--- config.mk ---
export PLATFORM = sky130hd
export DESIGN_NAME = uart_tx_arbiter
export DESIGN_NICKNAME = d
export VERILOG_FILES = /design/src/rtl/uart_pkg.sv /design/src/rtl/uart_tx_fifo.sv /design/src/rtl/uart_tx_arbiter.sv
export SDC_FILE = /design/constraint.sdc
export NUM_CORES = 1
export LEC_CHECK = 0
export BUFFER_PORTS_ARGS = -buffer_cell sky130_fd_sc_hd__buf_2
export CAP_MARGIN = 15
export CORE_ASPECT_RATIO = 2
export CORE_MARGIN = 2
export CORE_UTILIZATION = 35
export DETAILED_ROUTE_END_ITERATION = 7
export HOLD_SLACK_MARGIN = 0.02
export PLACE_DENSITY = 0.65
export SLEW_MARGIN = 20
export SYNTH_ARGS = -nofsm -noshare
export SYNTH_HDL_FRONTEND = slang
export SYNTH_SLANG_ARGS = --single-unit
export TNS_END_PERCENT = 10
--- constraint.sdc ---
create_clock -name clk -period 2.3 [get_ports clk]
set_input_delay 0.345 -clock clk [delete_from_list [all_inputs] [get_ports clk]]
set_output_delay 0.345 -clock clk [all_outputs]
set_load 0.01 [all_outputs]
--- src/rtl/uart_pkg.sv ---
// Shared UART register map and TX sequencer state encoding.
package uart_pkg;

    localparam logic [2:0]  UART_REG_DATA         = 3'd0;
    localparam logic [2:0]  UART_REG_STATUS       = 3'd4;
    localparam logic [31:0] UART_STATUS_IDLE_MASK = 32'h0000_6000;

    typedef enum logic [1:0] {
        S_IDLE  = 2'd0,
        S_CHECK = 2'd1,
        S_WRITE = 2'd2,
        S_HOLD  = 2'd3
    } seq_state_e;

endpackage

--- src/rtl/uart_tx_fifo.sv ---
// Byte-wide synchronous FIFO with a combinational head; DEPTH must be a power of 2.
module uart_tx_fifo #(
    parameter int DEPTH = 8
) (
    input  logic                     clk,
    input  logic                     rst,
    input  logic                     push_i,
    input  logic                     pop_i,
    input  logic [7:0]               din_i,
    output logic [7:0]               dout_o,
    output logic                     empty_o,
    output logic                     full_o,
    output logic [$clog2(DEPTH):0]   count_o
);

    localparam int AW = $clog2(DEPTH);

    logic [7:0]    mem_q [DEPTH];
    logic [AW-1:0] wr_ptr_q;
    logic [AW-1:0] rd_ptr_q;
    logic [AW:0]   count_q;
    logic          do_push;
    logic          do_pop;

    assign empty_o = (count_q == '0);
    assign full_o  = (count_q == (AW+1)'(DEPTH));
    assign count_o = count_q;
    assign dout_o  = mem_q[rd_ptr_q];
    assign do_push = push_i && !full_o;
    assign do_pop  = pop_i && !empty_o;

    always_ff @(posedge clk) begin
        if (do_push) begin
            mem_q[wr_ptr_q] <= din_i;
        end
    end

    // Pointers wrap naturally because DEPTH is a power of 2.
    always_ff @(posedge clk or posedge rst) begin
        if (rst) begin
            wr_ptr_q <= '0;
            rd_ptr_q <= '0;
            count_q  <= '0;
        end else begin
            if (do_push) wr_ptr_q <= wr_ptr_q + AW'(1);
            if (do_pop)  rd_ptr_q <= rd_ptr_q + AW'(1);
            case ({do_push, do_pop})
                2'b10:   count_q <= count_q + (AW+1)'(1);
                2'b01:   count_q <= count_q - (AW+1)'(1);
                default: count_q <= count_q;
            endcase
        end
    end

endmodule

--- src/rtl/uart_tx_arbiter.sv ---
// Round-robin arbiter of NREQ byte streams into a TX FIFO, drained into the UART
// data register only after a fresh idle status read.
module uart_tx_arbiter
    import uart_pkg::*;
#(
    parameter int          NREQ        = 2,
    parameter int          FIFO_DEPTH  = 8,
    parameter logic [31:0] STATUS_MASK = UART_STATUS_IDLE_MASK
) (
    input  logic                          clk,
    input  logic                          rst,
    input  logic [NREQ-1:0]               req_valid_i,
    input  logic [8*NREQ-1:0]             req_data_i,
    output logic [NREQ-1:0]               req_ready_o,
    output logic [2:0]                    u_addr_o,
    output logic [31:0]                   u_din_o,
    input  logic [31:0]                   u_dout_i,
    output logic                          u_wr_o,
    output logic                          u_valid_o,
    output logic [$clog2(FIFO_DEPTH):0]   fifo_count_o,
    output logic                          busy_o
);

    localparam int PW = (NREQ > 1) ? $clog2(NREQ) : 1;

    logic [PW-1:0] rr_q;
    logic [PW-1:0] rr_d;
    logic [PW-1:0] grant_idx;
    logic          grant_found;
    logic [7:0]    push_data;
    logic          push;
    logic          pop;
    logic          fifo_empty;
    logic          fifo_full;
    logic [7:0]    fifo_head;

    seq_state_e    state_q;
    logic          hold_cnt_q;
    logic [2:0]    u_addr_q;
    logic [31:0]   u_din_q;
    logic          u_wr_q;
    logic          u_valid_q;

    // Search offsets upward from rr_q; the first valid requester wins.
    always_comb begin
        grant_found = 1'b0;
        grant_idx   = '0;
        for (int k = 0; k < NREQ; k++) begin
            for (int j = 0; j < NREQ; j++) begin
                if (!grant_found && req_valid_i[j] && (j == (int'(rr_q) + k) % NREQ)) begin
                    grant_found = 1'b1;
                    grant_idx   = PW'(j);
                end
            end
        end
    end

    always_comb begin
        push_data = 8'd0;
        for (int j = 0; j < NREQ; j++) begin
            if (grant_idx == PW'(j)) push_data = req_data_i[8*j +: 8];
        end
    end

    for (genvar gi = 0; gi < NREQ; gi++) begin : g_ready
        assign req_ready_o[gi] = grant_found && !fifo_full && (grant_idx == PW'(gi));
    end

    assign push = grant_found && !fifo_full;
    assign rr_d = (grant_idx == PW'(NREQ - 1)) ? '0 : grant_idx + PW'(1);

    always_ff @(posedge clk or posedge rst) begin
        if (rst) begin
            rr_q <= '0;
        end else if (push) begin
            rr_q <= rr_d;
        end
    end

    uart_tx_fifo #(
        .DEPTH (FIFO_DEPTH)
    ) u_fifo (
        .clk     (clk),
        .rst     (rst),
        .push_i  (push),
        .pop_i   (pop),
        .din_i   (push_data),
        .dout_o  (fifo_head),
        .empty_o (fifo_empty),
        .full_o  (fifo_full),
        .count_o (fifo_count_o)
    );

    assign pop = (state_q == S_WRITE);

    // Bus outputs default to a status read; only the CHECK->WRITE edge loads a write.
    always_ff @(posedge clk or posedge rst) begin
        if (rst) begin
            state_q    <= S_IDLE;
            hold_cnt_q <= 1'b0;
            u_addr_q   <= UART_REG_STATUS;
            u_din_q    <= 32'd0;
            u_wr_q     <= 1'b0;
            u_valid_q  <= 1'b0;
        end else begin
            u_addr_q  <= UART_REG_STATUS;
            u_din_q   <= 32'd0;
            u_wr_q    <= 1'b0;
            u_valid_q <= 1'b0;
            case (state_q)
                S_IDLE: begin
                    if (!fifo_empty) state_q <= S_CHECK;
                end
                S_CHECK: begin
                    if ((u_dout_i & STATUS_MASK) != 32'd0) begin
                        state_q   <= S_WRITE;
                        u_addr_q  <= UART_REG_DATA;
                        u_din_q   <= {24'd0, fifo_head};
                        u_wr_q    <= 1'b1;
                        u_valid_q <= 1'b1;
                    end
                end
                S_WRITE: begin
                    state_q    <= S_HOLD;
                    hold_cnt_q <= 1'b0;
                end
                S_HOLD: begin
                    // Status read back here still reflects the pre-write idle state.
                    if (hold_cnt_q) begin
                        hold_cnt_q <= 1'b0;
                        state_q    <= fifo_empty ? S_IDLE : S_CHECK;
                    end else begin
                        hold_cnt_q <= 1'b1;
                    end
                end
                default: state_q <= S_IDLE;
            endcase
        end
    end

    assign u_addr_o  = u_addr_q;
    assign u_din_o   = u_din_q;
    assign u_wr_o    = u_wr_q;
    assign u_valid_o = u_valid_q;
    assign busy_o    = !fifo_empty || (state_q != S_IDLE);

endmodule

Yosys cells after proc, flatten, opt, wreduce, memory -nomap -nowiden:

Memories as Yosys holds them, arrays and structs flattened.
Cells that the tools add are included.

* reductions and logical operators: 27
* equality and inequality tests: 10
* muxes and demuxes: 25
* bitwise operators: 2
* $add $sub $neg: 6

Operators with widths (number)
* 32-bit zero test: 2
* 32-bit nonzero test: 1
* 8-bit 2-to-1 mux: 3
* 1-bit 2-to-1 mux: 14
* 1-bit logical AND: 12
* 2-bit case mux with 4 select lines: 1
* 4-bit case mux with 2 select lines: 1
* 3-bit by 1-bit adder with 3-bit output, second input constant: 2
* 2-bit == test, second input constant: 3
* 2-bit 2-to-1 mux: 3
* 3-bit 2-to-1 mux: 2
* 2-bit inequality test, second input constant: 3
* 2-bit nonzero test: 3
* 1-bit zero test: 5
* 4-bit by 1-bit adder with 4-bit output, second input constant: 1
* 2-bit by 1-bit == test with 1-bit output, second input constant: 2
* 4-bit == test, second input constant: 1
* 4-bit zero test: 1
* 4-bit by 1-bit subtractor with 4-bit output, second input constant: 1
* 3-bit AND reduction: 1
* 1-bit adder, second input constant: 2
* 2-bit == test, first input constant: 1
* 2-bit zero test: 1
* 1-bit case mux with 2 select lines: 1
* other kinds (3): 3

* memories kept: 1
* RAM bits: 64
* input bits: 52
* output and inout bits: 44
* register bits: 50
* word-level logic and storage cells: 80

Memories
* u_fifo.mem_q: words 8, bits a word 8, rd ports 1, clocked after memory_dff 0, write ports 1, line uart_tx_fifo.sv:18 `logic [7:0] mem_q [DEPTH];`

Longest topological paths before layout:

* depth after elaboration: 19
* mapped depth: 11

Cells and area by module:

From an unflattened synthesis, not the netlist that was laid out.

* cells, all modules: 248
* area, all modules: 4033.9 um2

By module, submodules not included
* uart_tx_fifo: area each 3135.5 um2, instances 1, cells an instance 161
* uart_tx_arbiter: area each 898.4 um2, instances 1, cells an instance 87

Least setup slack after synthesis:

Ideal clock, no wire load.

* path kind: register -> register
* start point: reg u_fifo.count_q[1], in the netlist u_fifo.count_o[1]
* end point: mem u_fifo.mem_q[0][0] (enable)
* path buffers: 1
* period minus slack after synthesis: 2244 ps
* required time: 1905 ps
* data arrival time: 1850 ps
* stages on the path, launching flop included: 6
* path slack: 56 ps
* library setup time: 395 ps
* cells stage by stage: dfrtp_1 -> clkbuf_2 -> nor3_2 -> a21oi_2 -> inv_2 -> nor4_1

* word-level cells in the longest chain between the ends: 6

Ends and longest elaborated chain
* start: declaration: line uart_tx_fifo.sv:21 `logic [AW:0] count_q;`
* start signal: assignment: line uart_tx_fifo.sv:48 `2'b10: count_q <= count_q + (AW+1)'(1);`
* start signal: assignment: line uart_tx_fifo.sv:49 `2'b01: count_q <= count_q - (AW+1)'(1);`
* start signal: assignment: line uart_tx_fifo.sv:50 `default: count_q <= count_q;`
* 4-bit == test *: line uart_tx_fifo.sv:26 `assign full_o = (count_q == (AW+1)'(DEPTH));`
* 1-bit zero test *: line uart_tx_fifo.sv:29, uart_tx_arbiter.sv:69
* 1-bit logical AND: line uart_tx_arbiter.sv:69 `assign push = grant_found && !fifo_full;`
* 1-bit logical AND *: line uart_tx_fifo.sv:29 `assign do_push = push_i && !full_o;`
* 1-bit 2-to-1 mux *: line uart_tx_fifo.sv:33 `if (do_push) begin`
* 1-bit 2-to-1 mux (not written as such) *: line uart_tx_fifo.sv:34 `mem_q[wr_ptr_q] <= din_i;`
* end: declaration: line uart_tx_fifo.sv:18

Every way passes the cells marked *; elsewhere a longest branch is shown, timed or not.

Worst setup path after layout:

* start point: reg u_fifo.count_q[0], in the netlist u_fifo.count_o[0]
* end point: reg u_fifo.count_q[3], in the netlist u_fifo.count_o[3]

* word-level cells in the longest chain between the ends: 6
* elaborated cells between the ends (all ways): 13
* classes of those cells: 2 x add/sub; 3 x eq/ne; 1 x mux; 7 x reduce/logical

Ends and longest elaborated chain
* 4-bit == test: line uart_tx_fifo.sv:26
* 1-bit zero test: line uart_tx_fifo.sv:29, uart_tx_arbiter.sv:69
* 1-bit logical AND: line uart_tx_arbiter.sv:69
* 1-bit logical AND: line uart_tx_fifo.sv:29
* 2-bit by 1-bit == test with 1-bit output / 2-bit == test (equally long branches): line uart_tx_fifo.sv:47 `case ({do_push, do_pop})`
* 4-bit case mux with 2 select lines / 2-bit nonzero test (equally long branches)

Parallel ways exist; a longest one is shown, timed or not.
A chain may end at the register's enable or synchronous reset.

==> flow_metrics.env <==
export IMPL_status="complete, no violations"
export IMPL_crit_chain="nor3_2 -> a21oi_2 -> inv_2 -> buf_4 -> ha_1 -> nor4bb_1 -> mux2i_1 -> a21oi_2 -> xor2_1"
export IMPL_gp_congestion=0.735
export IMPL_fillers=1002
export IMPL_grt_pass1_wl_um=10200
export IMPL_ys_flop_type="edfxtp_1"
export IMPL_ant_nets=0
export IMPL_place_inst=423
export IMPL_stdcell_area_um2=4600
export IMPL_dr_pass1_iters=3
export IMPL_finalHoldViolCount=0
export IMPL_yosys_cell_types_count=41
export IMPL_hold_class="input pin to asynchronous set/reset pin"
export IMPL_synthMuxAreaShare_pct=15.3
export IMPL_synth_compound_area_share_pct=2.04
export IMPL_synth_top_family_by_area="multiplexers"
export IMPL_ios=96
export IMPL_synth_xor_area_share_pct=2.00
export IMPL_nNetsFinal=357
export IMPL_power_density_nw_per_um2=1280
export IMPL_syn2layout_area_growth_pct=16.9
export IMPL_place_area_um2=4260
export IMPL_netlist_instances=236
export IMPL_cp_max_fo=8
export IMPL_routed_wl_um=6490
export IMPL_cts_buffers=9
export IMPL_fin_worst_skew_ns=0.00387
export IMPL_grt_max_degree=25
export IMPL_cp_num_buf_inv=2
export IMPL_tightestPinTransition_ns=0.708
export IMPL_cts_sinks=88
export IMPL_synth_simple_gate_area_share_pct=6.05
export IMPL_critPathCaptureType="flip-flop"
export IMPL_cts_tree="done"
export IMPL_root_buffer="clkbuf_16"
export IMPL_antenna_found_initial=0
export IMPL_slew_limit_headroom_pct=52.8
export IMPL_ys_ff_latch=88
export IMPL_grt_pass1_vias=2031
export IMPL_fmax_mhz=476
export IMPL_hpwlAfterDp_um=4690
export IMPL_max_stage_delay_ns=0.54
export IMPL_maxCapViolations=0
export IMPL_synth_fa_ha_area_share_pct=3.18
export IMPL_rsz0062_at_grt="no"
export IMPL_required_ns=2.56
export IMPL_crit_top_cell="a21oi_2"
export IMPL_ys_warn_count=0
export IMPL_drive_above_1_share_pct=35.1
export IMPL_avgSynthCellArea_um2=16.7
export IMPL_p_leak_nw=1.85
export IMPL_h_tree_depth=3
export IMPL_ir_drop_mv=0.478
export IMPL_die_area_um2=12200
export IMPL_fp_coreArea_um2=10900
export IMPL_fin_crit_sh_pct=91.3
export IMPL_yosys_top_cells_area="edfxtp_1 (49%), dfrtp_1 (15%), buf_4 (5.3%)"
export IMPL_crit_type="flip-flop to flip-flop"
export IMPL_fp_dieW_um=79.0
export IMPL_cp_arrival_ns=2.35
export IMPL_die_y_um=154
export IMPL_clk_pin_slew_ns=0.06
export IMPL_grtUsageTotal_pct=11.5
export IMPL_setup_tns_ns=0
export IMPL_route_detailed_drc=0
export IMPL_crit_slowest_cell="dfrtp_1"
export IMPL_synth_edf_count=64
export IMPL_async_reset_ff_share_pct=27.3
export IMPL_synth_most_common_cell="edfxtp_1"
export IMPL_final_cells=439
export IMPL_grt_ovfl_total=0
export IMPL_clockBufferDepth=2
export IMPL_clk_latency_ns=0.33
export IMPL_hold_buffers=0
export IMPL_routed_via_density=4.59
export IMPL_period_needed_ns=2.10
export IMPL_drv_slew=0
export IMPL_portBuffers=39
export IMPL_setup_viol=0
export IMPL_synth_area_um2=3930
export IMPL_placementRows=54
export IMPL_num_vias=2014
export IMPL_synth_top_area_share_pct=48.9
export IMPL_ys_seq_area_share_pct=64.2
export IMPL_initialDrtViolationCount=86
export IMPL_start_util_pct=35.9
export IMPL_insertedDiodeCount=0
export IMPL_critical_path_top_delay_family="flip-flops"
export IMPL_drt_wirelength_per_cell_um=14.8
export IMPL_synth_commonest_cells="edfxtp_1 (64), buf_4 (28), dfrtp_1 (23)"
export IMPL_fin_util_pct=42.0
export IMPL_start_kind="flip-flop"
export IMPL_post_synth_top_area_cell="edfxtp_1"
## worst min-delay path, delay by kind of cell
| kind | cells | cell delay (ns) |
|---|---|---|
| buffers and inverters | 3 | 0.43 |
## report_power, final
part	internal [mW]	total, mW	switching, mW
combinational	0.947	1.83	0.883
sequential	2.20	2.54	0.342
clock	0.952	1.52	0.566
total	4.10	5.89	1.79
## final timing paths
| check | startpoint | endpoint | slack [ns] | cells after the start |
|---|---|---|---|---|
| max | u_fifo.count_o[0] | u_fifo.count_o[3] | 0.20 | 9 |
| min | rst | u_din_o[0] | 0.05 | 3 |
| max reg2reg | u_fifo.count_o[0] | u_fifo.count_o[3] | 0.20 | 9 |
| min reg2reg | hold_cnt_q | hold_cnt_q | 0.48 | 1 |
| max in group asynchronous | rst | u_addr_o[2] | 1.96 | 3 |
| min in group clk | u_dout_i[13] | u_addr_o[2] | 0.35 | 3 |
## stage by stage
step	total power [mW]	setup WS, ns	hold WS, ns
CTS	5.96	0.0570	0.0541
floorplan	3.90	0.0557	0.359
global route	6.25	0.0104	0.0768
detailed placement	4.43	0.0922	0.414
finish	5.89	0.200	0.0522
global placement	4.37	0.142	0.410
## cell families after synthesis
family	after synthesis
DFF	88
and+or+nand+nor	40
buffers and inverters	40
muxes	36
AOI/OAI and AO/OA	12
adders and majority gates	10
xor gates and xnor gates	9
other	1
## state kept, by name, summed over array words and instances, names as in the netlist
name,cells
hold_cnt_q,1
rr_q,1
state_q,2
u_addr_o,1
u_din_o,8
u_fifo.count_o,4
u_fifo.mem_q,64
u_fifo.rd_ptr_q,3
u_fifo.wr_ptr_q,3
u_valid_o,1
## final cells by class
type                            instances  area [um2]  area share [%]
Sequential cell                        88        2520            54.9
Multi-Input combinational cell        133        1230            26.7
Timing Repair Buffer                   57         330            7.19
Clock buffer                            9         225            4.90
Tap cell                              140         175            3.81
Clock inverter                          6        90.1            1.96
Inverter                                6        22.5           0.490
## repair_timing
action                                  4_1_cts  5_1_grt
endpoints found under the hold margin         0        0
gates resized for setup                       0        5
buffers inserted                              0        1
endpoints found under the setup margin        0        2
## routing by layer
layer / track usage (%) / vias to the layer above / wire length [um]
met5: 0 / - / 0
met4: 6.16 / 0 / 146
met3: 1.76 / 10 / 200
met2: 22.0 / 52 / 3830
met1: 11.4 / 1000 / 2320
li1: - / 952 / -
## placed cells by master (no fill, tap or decap), types with 4 or more instances in the layout
cell,instances
buf_4,18
dfrtp_1,22
buf_2,39
xor2_1,5
mux2i_1,9
ha_1,9
nand2_1,8
mux4_2,9
clkbuf_16,9
mux4_1,7
mux2_2,11
edfxtp_1,64
xnor2_1,4
inv_1,4
nor2_1,16
conb_1,26
No activity file was read; power rests on OpenSTA's default activity.
